## src/rtl/ibuf.sv

```systemverilog
//============================================================================
// Module   : ibuf
// Purpose  : Per-virtual-channel input flit buffer. Incoming flits are kept
//            in a circular FIFO. The oldest flit is presented on bdata, and
//            one flit is popped per cycle while the downstream VC asserts
//            send. Free space is advertised upstream on ordy.
// Revision : 1.0 - initial release
//----------------------------------------------------------------------------
// Ports
//   clk     in   1            clock, rising edge
//   rst_    in   1            asynchronous reset, active low
//   idata   in   [`DATAW:0]   incoming flit
//   ivalid  in   1            idata valid this cycle
//   ordy    out  1            buffer can accept a flit (to upstream irdy)
//   bdata   out  [`DATAW:0]   head-of-queue flit (TYPE_NONE when empty)
//   send    in   1            pop request from the VC state machine
//   count   out  [PTRW+1:0]   current occupancy, 0..DEPTH
//   err     out  1            sticky protocol/overflow error
//
// Optional feature
//   IBUF_ERRCHK_EN : when defined, packet framing is tracked and err is
//                    raised on overflow, framing violations and underrun
//                    pops. When undefined, err is tied low.
//
// Flit format (defaults, overridable before this file is compiled)
//   [`TYPE_MSB:`TYPE_LSB] flit type, [31:0] payload
//============================================================================

`default_nettype none

`ifndef DATAW
`define DATAW 34
`endif
`ifndef TYPE_MSB
`define TYPE_MSB 34
`endif
`ifndef TYPE_LSB
`define TYPE_LSB 32
`endif
`ifndef TYPE_NONE
`define TYPE_NONE 3'd0
`endif
`ifndef TYPE_HEAD
`define TYPE_HEAD 3'd1
`endif
`ifndef TYPE_BODY
`define TYPE_BODY 3'd2
`endif
`ifndef TYPE_TAIL
`define TYPE_TAIL 3'd3
`endif
`ifndef TYPE_HEADTAIL
`define TYPE_HEADTAIL 3'd4
`endif

module ibuf #(
  parameter int ROUTERID = 0,
  parameter int PCHID    = 0,
  parameter int VCHID    = 0,
  parameter int DEPTH    = 4,
  parameter int PTRW     = 1
) (
  input  logic             clk,
  input  logic             rst_,
  input  logic [`DATAW:0]  idata,
  input  logic             ivalid,
  output logic             ordy,
  output logic [`DATAW:0]  bdata,
  input  logic             send,
  output logic [PTRW+1:0]  count,
  output logic             err
);

  // Occupancy value that means "every entry holds a flit".
  localparam logic [PTRW+1:0] c_FULL = (PTRW+2)'(DEPTH);

  // The identification parameters only label the instance for debug; this
  // sink keeps them referenced without producing any hardware.
  logic [31:0] w_unused_diag;
  assign w_unused_diag = 32'(ROUTERID) ^ 32'(PCHID) ^ 32'(VCHID);

  //--------------------------------------------------------------------------
  // Storage and state
  //--------------------------------------------------------------------------
  logic [`DATAW:0] r_mem [DEPTH];
  logic [PTRW:0]   r_wp;
  logic [PTRW:0]   r_rp;
  logic [PTRW+1:0] r_count;

  logic w_empty;
  logic w_full;
  logic w_rd;
  logic w_wr;

  assign w_empty = (r_count == '0);
  assign w_full  = (r_count == c_FULL);

  // A pop is only honoured when there is something to pop. A push is
  // accepted when there is room, or when a pop frees a slot on the same
  // edge. This lets a full buffer stream at one flit per cycle.
  assign w_rd = send && !w_empty;
  assign w_wr = ivalid && (!w_full || w_rd);

  // ordy depends only on registered occupancy. This keeps the upstream
  // handshake free of combinational paths through ivalid or send.
  assign ordy  = !w_full;
  assign count = r_count;

  //--------------------------------------------------------------------------
  // Data array: no reset. Contents are only observable through rp while
  // the occupancy is non-zero.
  //--------------------------------------------------------------------------
  always_ff @(posedge clk) begin
    if (w_wr) begin
      r_mem[r_wp] <= idata;
    end
  end

  //--------------------------------------------------------------------------
  // Pointers and occupancy. The pointers are exactly log2(DEPTH) bits wide,
  // so they wrap from DEPTH-1 to 0 without any compare logic.
  //--------------------------------------------------------------------------
  always_ff @(posedge clk or negedge rst_) begin
    if (!rst_) begin
      r_wp    <= '0;
      r_rp    <= '0;
      r_count <= '0;
    end else begin
      if (w_wr) begin
        r_wp <= r_wp + 1'b1;
      end
      if (w_rd) begin
        r_rp <= r_rp + 1'b1;
      end
      case ({w_wr, w_rd})
        2'b10:   r_count <= r_count + 1'b1;
        2'b01:   r_count <= r_count - 1'b1;
        default: r_count <= r_count;
      endcase
    end
  end

  //--------------------------------------------------------------------------
  // Head-of-queue output. An empty buffer shows a NONE flit so the VC
  // cannot act on a stale HEAD left in the array.
  //--------------------------------------------------------------------------
  always_comb begin
    bdata = '0;
    bdata[`TYPE_MSB:`TYPE_LSB] = `TYPE_NONE;
    if (!w_empty) begin
      bdata = r_mem[r_rp];
    end
  end

  //--------------------------------------------------------------------------
  // Optional protocol checking
  //--------------------------------------------------------------------------
`ifdef IBUF_ERRCHK_EN
  logic       r_in_pkt;
  logic       r_err;
  logic       w_in_pkt_nxt;
  logic       w_frame_err;
  logic       w_overflow;
  logic       w_underrun;
  logic [2:0] w_itype;

  assign w_itype    = idata[`TYPE_MSB:`TYPE_LSB];
  assign w_overflow = ivalid && w_full && !w_rd;
  assign w_underrun = send && w_empty;

  // Framing is judged only on flits that are actually stored. A dropped
  // flit is already reported as an overflow, and it must not disturb
  // in_pkt.
  always_comb begin
    w_in_pkt_nxt = r_in_pkt;
    w_frame_err  = 1'b0;
    if (w_wr) begin
      case (w_itype)
        `TYPE_HEAD: begin
          w_frame_err  = r_in_pkt;
          w_in_pkt_nxt = 1'b1;
        end
        `TYPE_HEADTAIL: begin
          w_frame_err  = r_in_pkt;
          w_in_pkt_nxt = 1'b0;
        end
        `TYPE_BODY: begin
          w_frame_err  = !r_in_pkt;
        end
        `TYPE_TAIL: begin
          w_frame_err  = !r_in_pkt;
          w_in_pkt_nxt = 1'b0;
        end
        default: begin
          w_frame_err  = 1'b0;
        end
      endcase
    end
  end

  always_ff @(posedge clk or negedge rst_) begin
    if (!rst_) begin
      r_in_pkt <= 1'b0;
      r_err    <= 1'b0;
    end else begin
      r_in_pkt <= w_in_pkt_nxt;
      if (w_overflow || w_frame_err || w_underrun) begin
        r_err <= 1'b1;
      end
    end
  end

  assign err = r_err;
`else
  assign err = 1'b0;
`endif

endmodule

`default_nettype wire

```

## config.mk

```make
export PLATFORM = sky130hd
export DESIGN_NAME = ibuf
export DESIGN_NICKNAME = d
export VERILOG_FILES = /design/src/rtl/ibuf.sv
export SDC_FILE = /design/constraint.sdc
export NUM_CORES = 1
export LEC_CHECK = 0
export CAP_MARGIN = 20
export CORE_AREA = 2 2 119 121
export DETAILED_ROUTE_END_ITERATION = 8
export DIE_AREA = 0 0 121 123
export HOLD_SLACK_MARGIN = 0.03
export MAX_ROUTING_LAYER = met4
export PLACE_DENSITY = 0.73
export SLEW_MARGIN = 20
export SYNTH_ARGS = -nofsm -noshare
export SYNTH_HDL_FRONTEND = slang
export SYNTH_SLANG_ARGS = --single-unit
export TNS_END_PERCENT = 100
```

## constraint.sdc

```tcl
create_clock -name clk -period 4.7 [get_ports clk]
set_input_delay 0.94 -clock clk [delete_from_list [all_inputs] [get_ports clk]]
set_output_delay 0.94 -clock clk [all_outputs]
set_load 0.005 [all_outputs]
```

==> results of run 1 <==
[registers in the layout (all words and copies together), names as in the netlist]
name and flops:
count 3, r_mem 140, r_rp 2, r_wp 2
[worst max-delay path, stage by stage (launching register included)]
cell and delay, ps:
dfrtp_2 770, buf_12 280, mux4_2 520, nor2b_1 160, clkdlybuf4s50_1 460
[kinds of logic after synthesis]
group	after synthesis	synth area share [%]
flops	147	76.4
simple gates	45	5.11
mux	37	14.2
buf+inv	18	1.66
fa+ha+maj	6	1.44
xor+xnor	6	0.916
other cells	1	0.0654
compound gates	1	0.262
[power by group through the flow]
stage          Sequential (mW)  Clock [mW]  Combinational [mW]
2_1_floorplan             1.82           0               0.907
3_3_place_gp              1.95           0                1.51
3_5_place_dp              1.96           0                1.52
4_1_cts                   1.94        1.57                1.53
5_1_grt                   1.96        1.63                1.63
6_report                  1.93        1.55                1.48
[cell type report]
| type | instances | area (um^2) |
|---|---|---|
| fill | 1060 | 6220 |
| sequential | 147 | 4380 |
| multi-input combinational | 96 | 1270 |
| timing repair buffer | 79 | 798 |
| clock buffer | 19 | 433 |
| clock inverter | 13 | 255 |
| tap | 180 | 225 |
| inverter | 6 | 22.5 |
[cells in the mapped netlist]
| cell type | instances | area, um^2 |
|---|---|---|
| edfxtp_1 | 140 | 4200 |
| mux4_2 | 35 | 788 |
| nor2b_1 | 28 | 175 |
| and2b_1 | 8 | 60.1 |
| dfrtp_1 | 7 | 175 |
| ha_1 | 5 | 62.6 |
| inv_1 | 5 | 18.8 |
| and2_1 | 4 | 25.0 |
| buf_2 | 4 | 20.0 |
| buf_4 | 4 | 30.0 |
| xor2_1 | 4 | 35.0 |
| clkbuf_1 | 3 | 11.3 |
| nor2_1 | 2 | 7.51 |
| xnor2_1 | 2 | 17.5 |
| buf_6 | 1 | 11.3 |
| conb_1 | 1 | 3.75 |
| fa_1 | 1 | 20.0 |
| inv_2 | 1 | 3.75 |
| mux2_4 | 1 | 15.0 |
| mux2i_1 | 1 | 10.0 |
| nand2_1 | 1 | 3.75 |
| nor3_2 | 1 | 10.0 |
| o21a_4 | 1 | 15.0 |
| or3b_4 | 1 | 11.3 |
[placed cells by master (no fill, tap or decap), types with 4 or more instances in the layout]
master,n
edfxtp_1,140
nor2b_1,28
bufinv_16,7
clkbuf_16,17
dfrtp_1,5
and2_2,4
xor2_1,4
and2b_1,8
ha_1,5
inv_1,5
mux4_2,35
clkdlybuf4s50_1,77
[path summary, 6_finish.rpt]
path                                        endpoint  slack (ps)  depth (start not counted)
worst min-delay path            count[2]$_DFFE_PN0P_         570                          1
max in group asynchronous        r_rp[1]$_DFFE_PN0P_        3590                          1
worst max register to register  count[2]$_DFFE_PN0P_        2440                          9
min in group asynchronous       count[1]$_DFFE_PN0P_         820                          1
worst min register to register  count[2]$_DFFE_PN0P_         570                          1
worst max-delay path                       bdata[13]        1140                          4
[layer usage]
layer / vias to the layer above / routed length (um) / track usage (%) / share of wire (%)
met5: - / 0 / - / 0
met4: 0 / 114 / 5.45 / 1.2
met3: 10 / 456 / 4.43 / 4.7
met2: 67 / 4860 / 23.1 / 50
met1: 1379 / 4370 / 18.8 / 45
li1: 1206 / - / - / -
==> impl_metrics.ini, run 1 <==
[worst_setup_path]
endpoint_kind = primary output
critPathKind = flip-flop to primary output
arrival_ps = 2620
start_kind = flip-flop
cp.required_ps = 3760
reg2reg_from = count[0]$_DFFE_PN0P_
startpoint = r_rp[0]$_DFFE_PN0P_
worst-path-max-fanout = 19

[drt]
dr.pass1.iters = 4
drt_wl_total_um = 9810
routed_via_density = 4.93
drtIter0Drc = 107
vias = 2662
wl_per_cell_um = 18.2
ant_nets = 0
drc = 0

[clock_network]
hold_buffers = 0
clk_latency_ps = 410
numCtsBuffers = 17
clockBufferDepth = 2
numClockSinks = 147
h-tree-depth = 4
cts_setup_buffers = 0
path_clk_slew_ps = 60
cts_tree = built
cts_root_buffer = clkbuf_16
ctsResizeCount = 0

[die]
initial_core_util_pct = 42.1
die_w_um = 121
die_area_um2 = 14900
die_y_um = 123
io_pins = 79
core_um2 = 13600
rows = 43

[place]
dp.cells = 508
io_buffers = 77
gp_congestion = 0.695
hpwl_um = 5710
dpl_cell_area_um2 = 6700
place_ws_ps = 1490

[outcome]
outcome = finished clean

[synth]
syn_inst = 261
avgSynthCellArea_um2 = 22.0
synthesis.nets = 306
yosysSeqAreaShare_pct = 76.4
ys_types = 24
yosys_warnings = 0
synth_seq_cells = 147
syn-cell-area_um2 = 5730

[sta]
hold_violations = 0
fin_crit_ps = 3560
fin_ws_ps = 1140
slew_headroom_pct = 35.6
slew_violations = 0
finalSetupViolCount = 0
whs_ps = 568
clock_skew_ps = 5.66
tightest_slew_ps = 966
period_share_pct = 75.7
fin_setup_tns_ps = 0
rsz0062_at_grt = false
fmax_mhz = 281

[power_and_ir_drop]
sw_frac_of_total_pct = 24.8
seq_power_share_pct = 38.9
internal_power_mw = 3.73
pwr-share-clk_pct = 31.2
pwr-share-comb_pct = 29.9
power_density_nw_per_um2 = 671
p_total_mw = 4.96
p_switching_mw = 1.23
p_leak_nw = 2.48
irDropWorstVdd_mv = 0.403

[layout]
n_antenna_cell = 0
layout.cells.non_filler = 540
postLayoutCellArea_um2 = 7390
drive_above_1_share_pct = 21.4
final_core_util_pct = 54.3
fin_nets = 392
area_growth_pct = 28.8

[global_route]
globalRouteOverflowTotal = 0
grt_pass1_wl_um = 15600
grt_pass1_vias = 2937
grt_max_degree = 38
antenna_found_initial = 0
grt_usage_pct = 14.9

[flow_run]
maxCapViolCount = 0

[hold_path]
worstHoldStart = count[2]$_DFFE_PN0P_
hold_path_class = flip-flop to flip-flop
Power figures use the tool's default switching activity.
==> inputs of run 2 (changes only) <==
==> constraint.sdc (replaced) <==
create_clock -name clk -period 3.4 [get_ports clk]
set_input_delay 0.68 -clock clk [delete_from_list [all_inputs] [get_ports clk]]
set_output_delay 0.68 -clock clk [all_outputs]
set_load 0.005 [all_outputs]
==> impl_metrics.ini, run 2 (synthesis gave the netlist of run 1 again) <==
[worst_setup_path]
worst-path-max-fanout = 26
worst-r2r-setup-slack_ps = 1130
start_kind = flip-flop
crit_end = bdata[2]
endpoint_kind = primary output
reg2reg_depth = 9
arrival_ps = 2400
cp.required_ps = 2720
startpoint = r_rp[1]$_DFFE_PN0P_
reg2reg_from = count[0]$_DFFE_PN0P_
critPathKind = flip-flop to primary output
r2r_end = count[2]$_DFFE_PN0P_

[clock_network]
clk_latency_ps = 410
hold_buffers = 0
path_clk_slew_ps = 60
cts_root_buffer = clkbuf_16
h-tree-depth = 4
numClockSinks = 147
cts_tree = built
clockBufferDepth = 2
ctsResizeCount = 0
cts_setup_buffers = 0
numCtsBuffers = 17

[global_route]
grt_usage_pct = 15.3
globalRouteOverflowTotal = 0
grt_pass1_wl_um = 15800
antenna_found_initial = 0
grt_max_degree = 38
grt_pass1_vias = 2879

[power_and_ir_drop]
p_leak_nw = 2.52
power_density_nw_per_um2 = 915
p_switching_mw = 1.69
pwr-share-clk_pct = 29.7
seq_power_share_pct = 38.0
irDropWorstVdd_mv = 0.421
sw_frac_of_total_pct = 25.0
p_total_mw = 6.78
pwr-share-comb_pct = 32.4
internal_power_mw = 5.09

[sta]
hold_violations = 0
clock_skew_ps = 10.3
fin_setup_tns_ps = 0
rsz0062_at_grt = false
fin_crit_ps = 3080
whs_ps = 531
slew_violations = 0
slew_headroom_pct = 54.2
finalSetupViolCount = 0
tightest_slew_ps = 688
period_share_pct = 90.5
fmax_mhz = 325

[hold_path]
hold_path_class = input port to asynchronous set/reset pin

[drt]
drtIter0Drc = 191
wl_per_cell_um = 18.4
ant_nets = 0
routed_via_density = 4.93
dr.pass1.iters = 4
vias = 2699
drc = 0
drt_wl_total_um = 10100

[layout]
n_fill_cell = 1052
drive_above_1_share_pct = 23.1
regMostFlops = r_mem
fin_nets = 402
final_cell_mix = edfxtp_1, clkdlybuf4s50_1, mux4_2
largest_reg_flops = 140
n_antenna_cell = 0
area_growth_pct = 29.3
layout.cells.non_filler = 548
final_common_cell = edfxtp_1

[place]
dp.cells = 518
gp_congestion = 0.706
hpwl_um = 6330
io_buffers = 77

[die]
core_um2 = 13600
die_area_um2 = 14900
io_pins = 79
die_y_um = 123
rows = 43
die_w_um = 121
initial_core_util_pct = 42.1

[outcome]
outcome = finished clean

[flow_run]
maxCapViolCount = 0
-- run 2: changes by cell type in the layout (fill, tap and decap cells not counted), sizes merged --
cell      previous run  this run
inv                  7         6
clkinv               3         7
clkinvlp             2         0
clkbuf              19        17
bufinv               7         6
buf                  2        12
-- run 2: layout make-up --
type | count | area, um^2 | share of cell area, %
inverter | 6 | 22.5 | 0.304
timing repair buffer | 89 | 873 | 11.8
clock buffer | 17 | 425 | 5.74
multi-input combinational | 96 | 1270 | 17.1
tap | 180 | 225 | 3.04
clock inverter | 13 | 215 | 2.90
sequential | 147 | 4380 | 59.1
-- run 2: worst max-delay path: stages (launching register included) --
cell	delay (ps)
dfrtp_2	810
buf_4	280
mux4_2	290
nor2b_1	140
clkdlybuf4s50_1	460
-- run 2: worst min path at each step --
stage / start / depth (start not counted) / slack [ps] / endpoint
2_1_floorplan: rst_ / 0 / 380 / count[0]$_DFFE_PN0P_
3_3_place_gp: r_wp[1]$_DFFE_PN0P_ / 1 / 550 / r_wp[1]$_DFFE_PN0P_
3_5_place_dp: count[2]$_DFFE_PN0P_ / 1 / 580 / count[2]$_DFFE_PN0P_
4_1_cts: rst_ / 1 / 530 / count[2]$_DFFE_PN0P_
5_1_grt: rst_ / 1 / 540 / count[2]$_DFFE_PN0P_
6_report: rst_ / 1 / 530 / count[2]$_DFFE_PN0P_
-- run 2: metal layers --
metal  global-route usage [%]  share of wire (%)
met1                     18.8                 44
met2                     24.4                 50
met3                     4.89                4.7
met4                     5.01                1.0
met5                        -                  0
-- run 2: power by group through the flow --
stage	clock network, mW	logic, mW	registers (mW)
2_1_floorplan	0	1.25	2.51
3_3_place_gp	0	2.22	2.60
3_5_place_dp	0	2.24	2.62
4_1_cts	2.05	2.26	2.58
5_1_grt	2.14	2.41	2.61
6_report	2.01	2.19	2.58
-- run 2: per-stage QoR --
step | setup slack (ps) | utilization (%) | instance area (um^2)
floorplan | 1260 | - | 5730
global placement | 738 | 49.8 | 6770
detailed placement | 711 | 49.8 | 6770
CTS | 265 | 54.5 | 7410
global route | 213 | 54.5 | 7410
finish | 323 | 54.5 | 7410
==> inputs of run 3 (changes only) <==
--- a/config.mk
+++ b/config.mk
@@ -5,7 +5,6 @@
 export SDC_FILE = /design/constraint.sdc
 export NUM_CORES = 1
 export LEC_CHECK = 0
-export CAP_MARGIN = 20
 export CORE_AREA = 2 2 119 121
 export DETAILED_ROUTE_END_ITERATION = 8
 export DIE_AREA = 0 0 121 123
==> results of run 3 <==
The final DEF is identical to that of run 2; final timing and power are the same.
==> edit 1 (settings of run 1) <==
The parameter `DEPTH` goes from 4 to 8.
--- a/src/rtl/ibuf.sv
+++ b/src/rtl/ibuf.sv
@@ -59,3 +59,3 @@
   parameter int VCHID    = 0,
-  parameter int DEPTH    = 4,
+  parameter int DEPTH    = 8,
   parameter int PTRW     = 1
Check against the original RTL: not equivalent (a bounded check fails within 4 cycles, from zero or initial values and one cycle with rst_ low).
==> edit 1 against run 1 <==
- design area down 1.7%
- core utilization down 0.91 points
- die area unchanged
- final cell count down 0.74%
- clock skew about the same
- total power down 4.1%
- maximum frequency up 2.8%
- synthesized cell count down 0.38%
- sequential share of layout area up 1.0 points
- sequential cell count unchanged
- routed wire length up 2.0%
- worst setup slack better by 0.097 ns
- synthesized area up 0.44%
- critical path type unchanged
- critical endpoint is now bdata[23]
==> edit 1: results <==
set metrics [dict create \
    fin_cells 536 \
    yosysUniqueCellTypes 23 \
    gp_congestion 0.641 \
    placed_cell_area_um2 6670 \
    synth-compound-area-share 0 \
    post_drt_wl_per_cell_um 18.7 \
    muxShareOfSynthArea 0.145 \
    status "finished clean" \
    grt_usage 0.152 \
    synth_edf_count 140 \
    grt_max_degree 37 \
    crit_path_max_fanout 16 \
    clkTransAtPathRegs_ns 0.06 \
    n_fill_cell 1051 \
    synth_xor_area_frac 0.00912 \
    yosys-top-cells-area "edfxtp_1, mux4_2, and2_1" \
    yosysWarnings 0 \
    grt_pass1_wl_um 15800 \
    skew_ns 0.00558 \
    grt_pass1_vias 2852 \
    insertion_delay_ns 0.41 \
    cts_resized 0 \
    synthAdderAreaFrac 0.0143 \
    synthCells 260 \
    drive_gt1_frac 0.180 \
    ys_seq_area_frac 0.760 \
    worstMarginPinSlew_ns 0.968 \
    p_int_w 0.00355 \
    drt_iter0_drc 170 \
    hpwlAfterDp_um 5800 \
    setup_tns_ns 0 \
    synthesis.nets 305 \
    cts_buffer_depth 2 \
    synth_common_cells "edfxtp_1, and2_1, mux4_2, dfrtp_1, mux4_1" \
    ir_drop_v 0.000251 \
    drt-pass1-iter-count 5 \
    final_net_count 390 \
    hold_slack_ns 0.490 \
    place_worst_setup_slack_ns 1.61 \
    vias 2690 \
    arrival_ns 2.52 \
    ys.flop_type "edfxtp_1" \
    leakage_nw 2.42 \
    period_needed_ns 3.46 \
    r2r_slack_ns 2.13 \
    dp_cells 506 \
]
## edit 1: critical path: stages, from the launching register on
cell             delay, ns
dfrtp_2               0.53
buf_4                 0.38
mux4_2                0.56
and2_1                0.19
clkdlybuf4s50_1       0.45
## edit 1: path summary, 6_finish.rpt
check	from	endpoint	depth (start not counted)
worst max register to register	count[0]$_DFFE_PN0P_	count[2]$_DFFE_PN0P_	9
worst max-delay path	r_rp[0]$_DFFE_PN0P_	bdata[23]	4
worst min-delay path	count[2]$_DFFE_PN0P_	count[2]$_DFFE_PN0P_	1
min in group asynchronous	rst_	count[2]$_DFFE_PN0P_	1
worst min register to register	count[2]$_DFFE_PN0P_	count[2]$_DFFE_PN0P_	1
max in group asynchronous	rst_	r_rp[1]$_DFFE_PN0P_	1
## edit 1: area by class of cell
| class | instances | share of cell area |
|---|---|---|
| repair buffers | 80 | 0.109 |
| flip-flops and latches | 147 | 0.603 |
| clock buffers | 19 | 0.0596 |
| inverters | 5 | 0.00258 |
| well taps | 180 | 0.0310 |
| clock inverters | 11 | 0.0224 |
| multi-input cells | 94 | 0.172 |
## edit 1: metal layers
layer  vias to the layer above  wire length (um)  track usage
li1                       1211                 -            -
met1                      1391              4130        0.180
met2                        76              5270        0.249
met3                        12               453       0.0424
met4                         0               151       0.0610
met5                         -                 0            -
## edit 1: power by group through the flow
stage / Sequential [W] / Clock, W / Combinational [W]
after CTS: 0.00191 / 0.00138 / 0.00155
after global routing: 0.00193 / 0.00143 / 0.00165
after detailed placement: 0.00193 / 0 / 0.00154
final: 0.00190 / 0.00135 / 0.00150
after floorplan: 0.00182 / 0 / 0.000937
after global placement: 0.00191 / 0 / 0.00153
==> edit 2 (settings of run 1) <==
Without the edit above. Put one more register stage on the output `count`. The value now appears one clock later. The other outputs are not delayed to match.
--- a/src/rtl/ibuf.sv
+++ b/src/rtl/ibuf.sv
@@ -106,3 +106,5 @@
   assign ordy  = !w_full;
-  assign count = r_count;
+  always_ff @(posedge clk) begin
+    count <= r_count;
+  end
 
Behaviour: not the same (Yosys sat finds a counterexample within 4 cycles, from zero or initial values and one cycle with rst_ low).
==> edit 2 against run 1 <==
- sequential power grew 3%
- maximum frequency shrank 2.8%
- synthesized area grew 1.0%
- total power grew 0.51%
- design area grew 0.64%
- count of clock-buffer cells in the layout shrank 2
- synthesized cell count grew 1.1%
- core utilization grew 0.35 points
- clock skew grew 0.0013 ns
- sequential cell count grew 3
- non-clock buffer count grew 1
- worst setup slack lost 0.10 ns
- routed wire length grew 5.0%
- critical endpoint is now bdata[5]
- highest routed layer unchanged
==> edit 2: results <==
set metrics [dict create \
    status "finished clean" \
    skew_ns 0.00692 \
    synthArstFlopShare 0.0467 \
    place_worst_setup_slack_ns 1.42 \
    antenna_found_initial 1 \
    fin_cells 545 \
    grt_usage 0.157 \
    gp_congestion 0.726 \
    drt_iter0_drc 225 \
    ir_drop_v 0.000604 \
    r2r_slack_ns 2.37 \
    routed_wl_um 10300 \
    grt_pass1_wl_um 16100 \
    holdPathStages 0 \
    power_density_nw_per_um2 670 \
    r2r-start "r_count[0]$_DFFE_PN0P_" \
    synthesis.nets 309 \
    hpwlAfterDp_um 5800 \
    drive_gt1_frac 0.223 \
    arrival_ns 2.72 \
    slowest_delay_ns 0.80 \
    dp_cells 512 \
    pg_seq_w 0.00198 \
    critPathCapture "bdata[5]" \
    p_comb_frac 0.298 \
    placed_cell_area_um2 6750 \
    syn_area_per_cell_um2 21.9 \
]
[edit 2: cell count changes in the layout (fill, tap and decap cells not counted), moves of 2 or more]
cell | before | now
buf_4 | 1 | 3
dfxtp_1 | 0 | 3
clkinv_4 | 2 | 5
clkbuf_1 | 2 | 0
[edit 2: cells by family after synthesis]
family,synth area share
simple gates,0.0505
flops,0.766
fa+ha+maj,0.0143
xor+xnor,0.00907
compound gates,0.00259
mux,0.140
buf+inv,0.0164
other cells,0.000647
[edit 2: cell type report]
cell class / count / area [um2]
fill: 1030 / 6180
sequential: 150 / 4440
multi-input combinational: 96 / 1270
timing repair buffer: 80 / 793
clock buffer: 17 / 425
clock inverter: 15 / 253
tap: 180 / 225
inverter: 6 / 22.5
antenna: 1 / 2.50
[edit 2: per-layer routing]
layer	up-vias	global-route usage	wire length (um)
met5	-	-	0
met4	0	0.0727	161
met3	14	0.0489	512
met2	83	0.254	5300
met1	1410	0.182	4320
li1	1226	-	-
